### config.mk
export PLATFORM = sky130hd
export DESIGN_NAME = lockstep_cmp_param
export DESIGN_NICKNAME = d
export VERILOG_FILES = /design/src/rtl/lockstep_cmp_param.sv
export SDC_FILE = /design/constraint.sdc
export NUM_CORES = 1
export LEC_CHECK = 0
export CAP_MARGIN = 20
export CELL_PAD_IN_SITES_DETAIL_PLACEMENT = 1
export CELL_PAD_IN_SITES_GLOBAL_PLACEMENT = 1
export CORE_MARGIN = 5
export CORE_UTILIZATION = 36
export DETAILED_ROUTE_END_ITERATION = 8
export GPL_ROUTABILITY_DRIVEN = 0
export PLACE_DENSITY_LB_ADDON = 0.2
export RECOVER_POWER = 100
export SLEW_MARGIN = 30
export SYNTH_ARGS = -nofsm -noshare
export SYNTH_HDL_FRONTEND = slang
export SYNTH_SLANG_ARGS = --single-unit
### constraint.sdc
create_clock -name HCLK -period 4.88 [get_ports HCLK]
set_input_delay 1.22 -clock HCLK [delete_from_list [all_inputs] [get_ports HCLK]]
set_output_delay 1.22 -clock HCLK [all_outputs]
set_load 0.01 [all_outputs]
### src/rtl/lockstep_cmp_param.sv
// Lockstep comparator: filters transient primary/redundant mismatches and reports faults.
// Optional triple-lane voting is enabled by defining LOCKSTEP_TMR_VOTE_EN.
module lockstep_cmp_param #(
  parameter int unsigned DATA_W       = 43,
  parameter int unsigned MISMATCH_TOL = 2,
  parameter int unsigned CNT_W        = 8
) (
  input  logic              HCLK,
  input  logic              HRESET,
  input  logic              CMP_EN,
  input  logic              ERR_CLR,
  input  logic [DATA_W-1:0] PRI_DATA,
  input  logic [DATA_W-1:0] RED_DATA,
`ifdef LOCKSTEP_TMR_VOTE_EN
  input  logic [DATA_W-1:0] TER_DATA,
  output logic [DATA_W-1:0] VOTED_DATA,
  output logic [1:0]        FAULT_LANE,
`endif
  output logic              DLS_ERROR,
  output logic              ERR_STICKY,
  output logic [CNT_W-1:0]  ERR_COUNT,
  output logic [DATA_W-1:0] ERR_SYNDROME
);

  localparam int unsigned RUN_W = $clog2(MISMATCH_TOL + 1);
  localparam logic [RUN_W-1:0] RUN_LAST = RUN_W'(MISMATCH_TOL - 1);
  localparam logic [CNT_W-1:0] CNT_MAX  = {CNT_W{1'b1}};

  typedef enum logic [1:0] {S_OFF, S_RUN, S_SUSPECT, S_FAULT} state_t;

  state_t            state;
  state_t            state_nxt;
  logic [RUN_W-1:0]  run_cnt;
  logic [RUN_W-1:0]  run_cnt_nxt;
  logic [DATA_W-1:0] cand_syn;
  logic              cand_load_c;
  logic              all_eq_c;
  logic              mm_c;
  logic              fault_entry_c;
  logic [DATA_W-1:0] diff_c;
  logic [DATA_W-1:0] fault_syn_c;

`ifdef LOCKSTEP_TMR_VOTE_EN
  logic [1:0] lane_c;
  assign all_eq_c = (PRI_DATA == RED_DATA) && (RED_DATA == TER_DATA);

  // Identify the single lane that disagrees with the other two, if any
  always_comb begin
    lane_c = 2'b00;
    if ((RED_DATA == TER_DATA) && (PRI_DATA != RED_DATA))      lane_c = 2'b01;
    else if ((PRI_DATA == TER_DATA) && (RED_DATA != PRI_DATA)) lane_c = 2'b10;
    else if ((PRI_DATA == RED_DATA) && (TER_DATA != PRI_DATA)) lane_c = 2'b11;
  end
`else
  assign all_eq_c = (PRI_DATA == RED_DATA);
`endif

  assign mm_c        = CMP_EN & ~all_eq_c;
  assign diff_c      = PRI_DATA ^ RED_DATA;
  assign fault_syn_c = (MISMATCH_TOL == 1) ? diff_c : cand_syn;

  // Next-state and mismatch run counter
  always_comb begin
    state_nxt   = state;
    run_cnt_nxt = run_cnt;
    cand_load_c = 1'b0;
    case (state)
      S_OFF: begin
        run_cnt_nxt = '0;
        if (CMP_EN) state_nxt = S_RUN;
      end
      S_RUN: begin
        run_cnt_nxt = '0;
        if (mm_c) begin
          if (MISMATCH_TOL == 1) begin
            state_nxt = S_FAULT;
          end else begin
            state_nxt   = S_SUSPECT;
            run_cnt_nxt = RUN_W'(1);
            cand_load_c = 1'b1;
          end
        end else if (!CMP_EN) begin
          state_nxt = S_OFF;
        end
      end
      S_SUSPECT: begin
        if (mm_c) begin
          if (run_cnt == RUN_LAST) begin
            state_nxt   = S_FAULT;
            run_cnt_nxt = '0;
          end else begin
            run_cnt_nxt = run_cnt + RUN_W'(1);
          end
        end else begin
          run_cnt_nxt = '0;
          state_nxt   = CMP_EN ? S_RUN : S_OFF;
        end
      end
      S_FAULT: begin
        run_cnt_nxt = '0;
        if (all_eq_c) state_nxt = S_RUN;
      end
      default: begin
        state_nxt   = S_OFF;
        run_cnt_nxt = '0;
      end
    endcase
  end

  assign fault_entry_c = (state != S_FAULT) && (state_nxt == S_FAULT);

  always_ff @(posedge HCLK) begin
    if (HRESET) begin
      state     <= S_OFF;
      run_cnt   <= '0;
      cand_syn  <= '0;
      DLS_ERROR <= 1'b0;
    end else begin
      state     <= state_nxt;
      run_cnt   <= run_cnt_nxt;
      DLS_ERROR <= (state_nxt == S_FAULT);
      if (cand_load_c) cand_syn <= diff_c;
    end
  end

  // Fault history; a clear coinciding with an entry lets the entry win
  always_ff @(posedge HCLK) begin
    if (HRESET) begin
      ERR_STICKY   <= 1'b0;
      ERR_COUNT    <= '0;
      ERR_SYNDROME <= '0;
    end else if (fault_entry_c) begin
      ERR_STICKY <= 1'b1;
      if (ERR_CLR)                ERR_COUNT <= CNT_W'(1);
      else if (ERR_COUNT != CNT_MAX) ERR_COUNT <= ERR_COUNT + CNT_W'(1);
      if (ERR_CLR || !ERR_STICKY) ERR_SYNDROME <= fault_syn_c;
    end else if (ERR_CLR) begin
      ERR_STICKY   <= 1'b0;
      ERR_COUNT    <= '0;
      ERR_SYNDROME <= '0;
    end
  end

`ifdef LOCKSTEP_TMR_VOTE_EN
  always_ff @(posedge HCLK) begin
    if (HRESET) begin
      VOTED_DATA <= '0;
      FAULT_LANE <= 2'b00;
    end else begin
      VOTED_DATA <= (PRI_DATA & RED_DATA) | (RED_DATA & TER_DATA) | (PRI_DATA & TER_DATA);
      if (fault_entry_c) FAULT_LANE <= lane_c;
      else if (ERR_CLR)  FAULT_LANE <= 2'b00;
    end
  end
`endif

endmodule

==> summary.txt, run 1 <==
Outcome
  • Status: finished with violations
  • Violated checks: capacitance limit, slew limit

Pwr
  • Peak supply drop: 0.1251 mV
  • Power Dens Cells: around 280 nW/µm²
  • P_leak: 2.279 nW

Cells and area
  • Layout cell share with drive strength beyond 1: under 10%
  • Fin cells: 658
  • Fill cell count: approximately 1200
  • Final net count: roughly 600
  • Design Area, Final: 5710 µm²
  • Layout area overhead: 42.58%
  • Ant diodes: 0

Logic synthesis
  • Flops & latches, synth: 100
  • EDFF count, synth: 0
  • Ys async rst share: 0%
  • Most used flip-flop cell after synthesis: dfxtp_1
  • Unique masters post-synth: 39
  • Mean post-synth cell area: about 11 µm²
  • Cells after Synth: 377
  • Syn nets: 468
  • Seq/Total Area, Yosys: about half
  • Syn. warnings: 0
  • Post-Syn Area: 4005 µm²

Detailed routing
  • DRT Pass-1 Iters: 4
  • DR vias/cell: about 5.1
  • Via count: 3344
  • # DRC: 0
  • Total Routed Length: 11800 µm
  • Post-DR wirelength/cell: 17.93 µm
  • Number of nets still failing antenna checks after routing: 0
  • Iteration-0 DRC count of the detailed router: 136

CTS
  • Clock Path Buffers: 2
  • H-tree depth: 3
  • Post-CTS Setup Inserts: 0
  • CTS root buf: clkbuf_8
  • CTS resizes: 0
  • CTS Buf Count: 9
  • Clk_lat worst skew: 360 ps
  • # hold bufs at CTS: 0
  • Clock slew at reported path FFs: 100 ps
  • Clock sinks: 100
  • CTS tree: built

Worst hold path
  • Type of the worst min-delay path: reg -> reg

Global route
  • First-pass GRT wire length: 18850 µm
  • Largest net degree at the start of global routing: 54
  • Gr usage total: 17.95%
  • GRT Residual Overflow: 0
  • Initial antenna violation count: 0
  • Number of global-route vias before repair: 3633

Critical path
  • Crit path kind: in -> reg
  • Worst Path Required: between 5000 and 6000 ps
  • CP max FO: 29
  • Worst setup EP type: flop
  • Critical path startpoint category: input pin
  • Arrival @ worst endpoint: between 4000 and 5000 ps
  • Reg2Reg Setup Slack: 2050 ps

Floorplanning
  • I/O pin total: 143
  • Initial Util: a little under two fifths
  • # rows: 38
  • Die width: about 120 µm
  • CORE AREA: 10890 µm²
  • Die area: 13330 µm²
  • Die height: 115.5 µm

Timing
  • RSZ-0062 raised after global routing: no
  • Pins over their slew limit: 45
  • Final Hold Fails: 0
  • Period minus WS final: 4268 ps
  • Fmax: 234.3 MHz
  • Final setup fails: 0
  • Rel. slew slack: -18.48%
  • Least-Margin Pin Slew: 1777 ps
  • TNS Setup: 0 ps
  • Final period util: 87.45%
  • Worst Skew: 13.25 ps

Placed design
  • I/O Buffers: 142
  • Placement Cell Area: between 5000 and 6000 µm²
  • Detailed Place HPWL: 8973 µm
  • DP Cell Count: ~640

Job
  • Max cap viols: 2
==> cells by family after synthesis <==
logic type / count (synthesis) / share of synthesized area, %
flops: 100 / 49.98
xor+xnor: 43 / 9.403
buf+inv: 24 / 3.436
mux: 44 / 11.00
fa+ha+maj: 1 / 0.3124
simple gates: 99 / 12.37
compound gates: 66 / 13.50
==> final timing paths <==
check,startpoint,end,cells past startpoint
worst min-delay path,cand_syn[32],ERR_SYNDROME[32],1
worst max-delay path,PRI_DATA[6],ERR_SYNDROME[12],8
worst min register to register,cand_syn[32],ERR_SYNDROME[32],1
worst max register to register,state[0],cand_syn[37],6
==> cell usage after synthesis (4+ instances only) <==
cell      instances  area share (%)
mux2i_1          44              11
xor2_1           43             9.4
dfxtp_1         100              50
a21oi_1           7            0.87
nor3_1            4            0.50
nor2_1           46             4.3
nor4_1           11             1.7
nand2_1          10            0.94
buf_2            11             1.4
clkbuf_1          6            0.56
nand3_1           4            0.50
o21ai_0           6            0.75
buf_6             4             1.1
a22o_1           43             9.4
and3_1            5            0.78
==> critical path, stage by stage <==
cell,delay [ps]
dlygate4sd3_1,550
xor2_1,420
nor4_1,110
and4_1,230
and3_1,430
a2111oi_4,920
buf_4,470
a22o_1,200
==> through the flow <==
stage	total power, W	hold slack (ps)	util (%)	setup slack [ps]
2_1_floorplan	0.0009348	424.1	-	2183
3_3_place_gp	0.001043	446.0	50.82	503.8
3_5_place_dp	0.001048	460.8	50.82	504.1
4_1_cts	0.001597	470.5	52.70	902.8
5_1_grt	0.001655	489.6	52.45	408.6
6_report	0.001576	468.8	52.45	612.2
==> cells in the final DEF (no fill, tap or decap), types with 3 or more instances in the layout <==
cell type,count
a22o_1,43
a21oi_1,7
or4_1,3
clkdlybuf4s50_1,86
nand3_1,4
dlygate4sd3_1,55
nor2_1,46
and3_1,6
mux2i_1,44
o21ai_0,6
xor2_1,43
nand2_1,10
dfxtp_1,100
or3_1,3
clkbuf_8,9
nor3_1,4
nor4_1,11
==> registers in the layout, indices dropped and copies added, names as in the netlist <==
register and flops:
state 2, run_cnt 2, ERR_SYNDROME 43, DLS_ERROR 1
ERR_STICKY 1, ERR_COUNT 8, cand_syn 43
==> power breakdown <==
group / leakage (nW) / total (W) / internal, W / switching [W]
Combinational: 1.37 / 0.000188 / 0.000103 / 0.0000850
Sequential: 0.808 / 0.000839 / 0.000830 / 0.00000899
Clock: 0.106 / 0.000549 / 0.000246 / 0.000304
Total: 2.28 / 0.00158 / 0.00118 / 0.000398
==> routing by layer <==
metal	track usage, %	routed length [µm]	share of wire (%)
met5	0	0	0
met4	6.338	193	1.6
met3	4.439	844	7.2
met2	30.02	5775	49
met1	22.59	4984	42
==> final cells by class <==
class,instances,area [µm²],share of cell area (%)
Tap cell,140,175.2,3.067
Clock inverter,7,81.33,1.424
Clock buffer,9,123.9,2.169
Timing Repair Buffer,147,1459,25.55
Sequential cell,100,2002,35.06
Multi-Input combinational cell,253,1862,32.60
Inverter,2,7.507,0.1315
Note: power is estimated with default switching activity, not from simulation.
==> run 2: changes to the inputs <==
PLACE_DENSITY_LB_ADDON = 0.1   (was 0.2)
==> run 2 against run 1 <==
  * Utilization is 0.54 points higher
  * Sequential share of layout area is 0.36 points lower
  * First-iteration DRC count is 24% lower
  * Register-to-register slack better by 60 ps
  * The flow still finishes with violations (capacitance limit, slew limit)
  * Routed wire length is 2.5% lower
  * Maximum frequency is 3.3% higher
==> summary.txt, run 2 (synthesis gave the netlist of run 1 again) <==
Timing
  • Pins over their slew limit: 44 (-2.2%)
  • Worst hold slack: 473.6 ps (+4.775 ps)
  • Final period util: 84.63% (-2.8 points)
  • Final Hold Fails: 0 (unchanged)
  • Worst Skew: 10.59 ps (-2.657 ps)
  • TNS Setup: 0 ps (unchanged)
  • Least-Margin Pin Slew: 1764 ps (-13.29 ps)
  • PnR worst setup slack: 750.1 ps (+137.8 ps)
  • RSZ-0062 raised after global routing: no
  • Final setup fails: 0 (unchanged)
  • Period minus WS final: 4130 ps (-137.8 ps)
  • Rel. slew slack: -17.59% (+0.89 points)
  • Fmax: 242.1 MHz (+3.3%)

Cells and area
  • Commonest non-fill, non-tap cell in the layout: dfxtp_1
  • Ant diodes: 0 (unchanged)
  • Largest regs: ERR_SYNDROME (43), cand_syn (43), ERR_COUNT (8)
  • Layout area overhead: 44.05%
  • Fin cells: 660 (+0.30%)
  • Layout cell share with drive strength beyond 1: 5.000% (+0.56 points)
  • Final net count: 606 (+0.33%)
  • Most frequent cells in the layout: dfxtp_1 (100), clkdlybuf4s50_1 (87), dlygate4sd3_1 (54), nor2_1 (46), mux2i_1 (44)

Detailed routing
  • Iteration-0 DRC count of the detailed router: 103 (-24%)
  • DRT Pass-1 Iters: 4 (unchanged)
  • Post-DR wirelength/cell: 17.42 µm (-2.8%)
  • Number of nets still failing antenna checks after routing: 0 (unchanged)
  • Via count: 3313 (-0.93%)
  • # DRC: 0 (unchanged)
  • Met1 wire length: 4954 µm (-0.60%)
  • Detail Route met3 WL: 655 µm (-22%)
  • Max layer used: met4
  • DR vias/cell: 5.020 (-1.2%)
  • Metal2 WL: 5779 µm (about the same)
  • Total Routed Length: 11500 µm (-2.5%)

Critical path
  • FF-to-FF End: cand_syn[15]
  • Worst setup EP type: flop
  • Crit path kind: in -> reg
  • Arrival @ worst endpoint: 4420 ps (-150 ps)
  • Worst Reg-to-Reg Cells: 6 (unchanged)
  • CP max FO: 22 (-24%)
  • RR Startpoint: state[0]
  • Worst Path Required: 5170 ps (about the same)
  • Critical path startpoint category: input pin
  • Reg2Reg Setup Slack: 2110 ps (+60 ps)

Pwr
  • Power Dens Cells: 286.9 nW/µm² (+4.0%)
  • P_leak: 2.297 nW (+0.76%)
  • Pwr Total: 0.001655 W (+5.0%)
  • Peak supply drop: 0.1326 mV (+6.0%)

Global route
  • Gr usage total: 17.37% (-0.58 points)
  • Largest net degree at the start of global routing: 54 (unchanged)
  • GRT Residual Overflow: 0 (unchanged)
  • Number of global-route vias before repair: 3580 (-1.5%)
  • Initial antenna violation count: 0 (unchanged)
  • First-pass GRT wire length: 18220 µm (-3.3%)

Placed design
  • Setup Slack @ Placement: 857.0 ps (+352.9 ps)
  • Detailed Place HPWL: 8690 µm (-3.2%)
  • DP Cell Count: 644 (+0.31%)
  • I/O Buffers: 142 (unchanged)

Outcome
  • Violated checks: capacitance limit, slew limit
  • Status: finished with violations

Floorplanning
  • Die width: 115.5 µm (unchanged)
  • CORE AREA: 10890 µm² (unchanged)
  • Initial Util: 36.78% (unchanged)
  • Die height: 115.5 µm (unchanged)
  • Die area: 13330 µm² (unchanged)
  • I/O pin total: 143 (unchanged)
  • # rows: 38 (unchanged)

CTS
  • CTS tree: built
  • Clock Path Buffers: 2 (unchanged)
  • H-tree depth: 3 (unchanged)
  • Clk_lat worst skew: 350 ps (about the same)
  • CTS Buf Count: 9 (unchanged)
  • Clock sinks: 100 (unchanged)
  • Clock slew at reported path FFs: 90 ps (about the same)
  • CTS resizes: 0 (unchanged)
  • # hold bufs at CTS: 0 (unchanged)
  • CTS root buf: clkbuf_8
  • Post-CTS Setup Inserts: 0 (unchanged)

Worst hold path
  • Hold EP: run_cnt[1]
  • Type of the worst min-delay path: reg -> reg
  • Worst Hold Launch: run_cnt[1]
  • Hold path cells: 2 (+1)

Job
  • Max cap viols: 2 (unchanged)
-- run 2: worst max-delay path, cell delays in order --
cell	delay (ps)
dlygate4sd3_1	550
xor2_1	200
nor4_1	420
and4_1	330
and3_1	680
o31a_2	550
buf_4	300
a22o_1	160
-- run 2: layout make-up --
type	count	area [µm²]
Inverter	2	7.507
Multi-Input combinational cell	253	1877
Clock inverter	7	122.6
Sequential cell	100	2002
Fill cell	1227	5119
Clock buffer	9	123.9
Tap cell	140	175.2
Timing Repair Buffer	149	1461
-- run 2: worst max-delay path by stage --
stage	startpoint	end	slack [ps]	cells after the start
floorplan	RED_DATA[18]	ERR_SYNDROME[10]	2180	7
global placement	RED_DATA[5]	ERR_SYNDROME[15]	940	8
detailed placement	RED_DATA[5]	ERR_SYNDROME[37]	860	8
CTS	RED_DATA[5]	ERR_SYNDROME[34]	1210	8
global route	RED_DATA[24]	ERR_SYNDROME[36]	560	8
finish	RED_DATA[24]	ERR_SYNDROME[34]	750	8
-- run 2: power breakdown --
part           switching (W)  internal [W]  total (W)
sequential        0.00000912      0.000830   0.000839
clock               0.000287      0.000343   0.000630
combinational      0.0000838      0.000102   0.000186
-- run 2: metal layers --
layer  up-vias  GRT usage, %
li1       1621             -
met1      1601         21.53
met2        81         30.32
met3        10         4.386
met4         0         4.225
met5         -             0
-- run 2: through the flow --
stage	util, %	instance area [µm²]
after floorplan	-	4005
final	52.99	5769
after CTS	53.10	5782
after global placement	50.84	5535
after detailed placement	50.84	5535
after global routing	52.99	5769
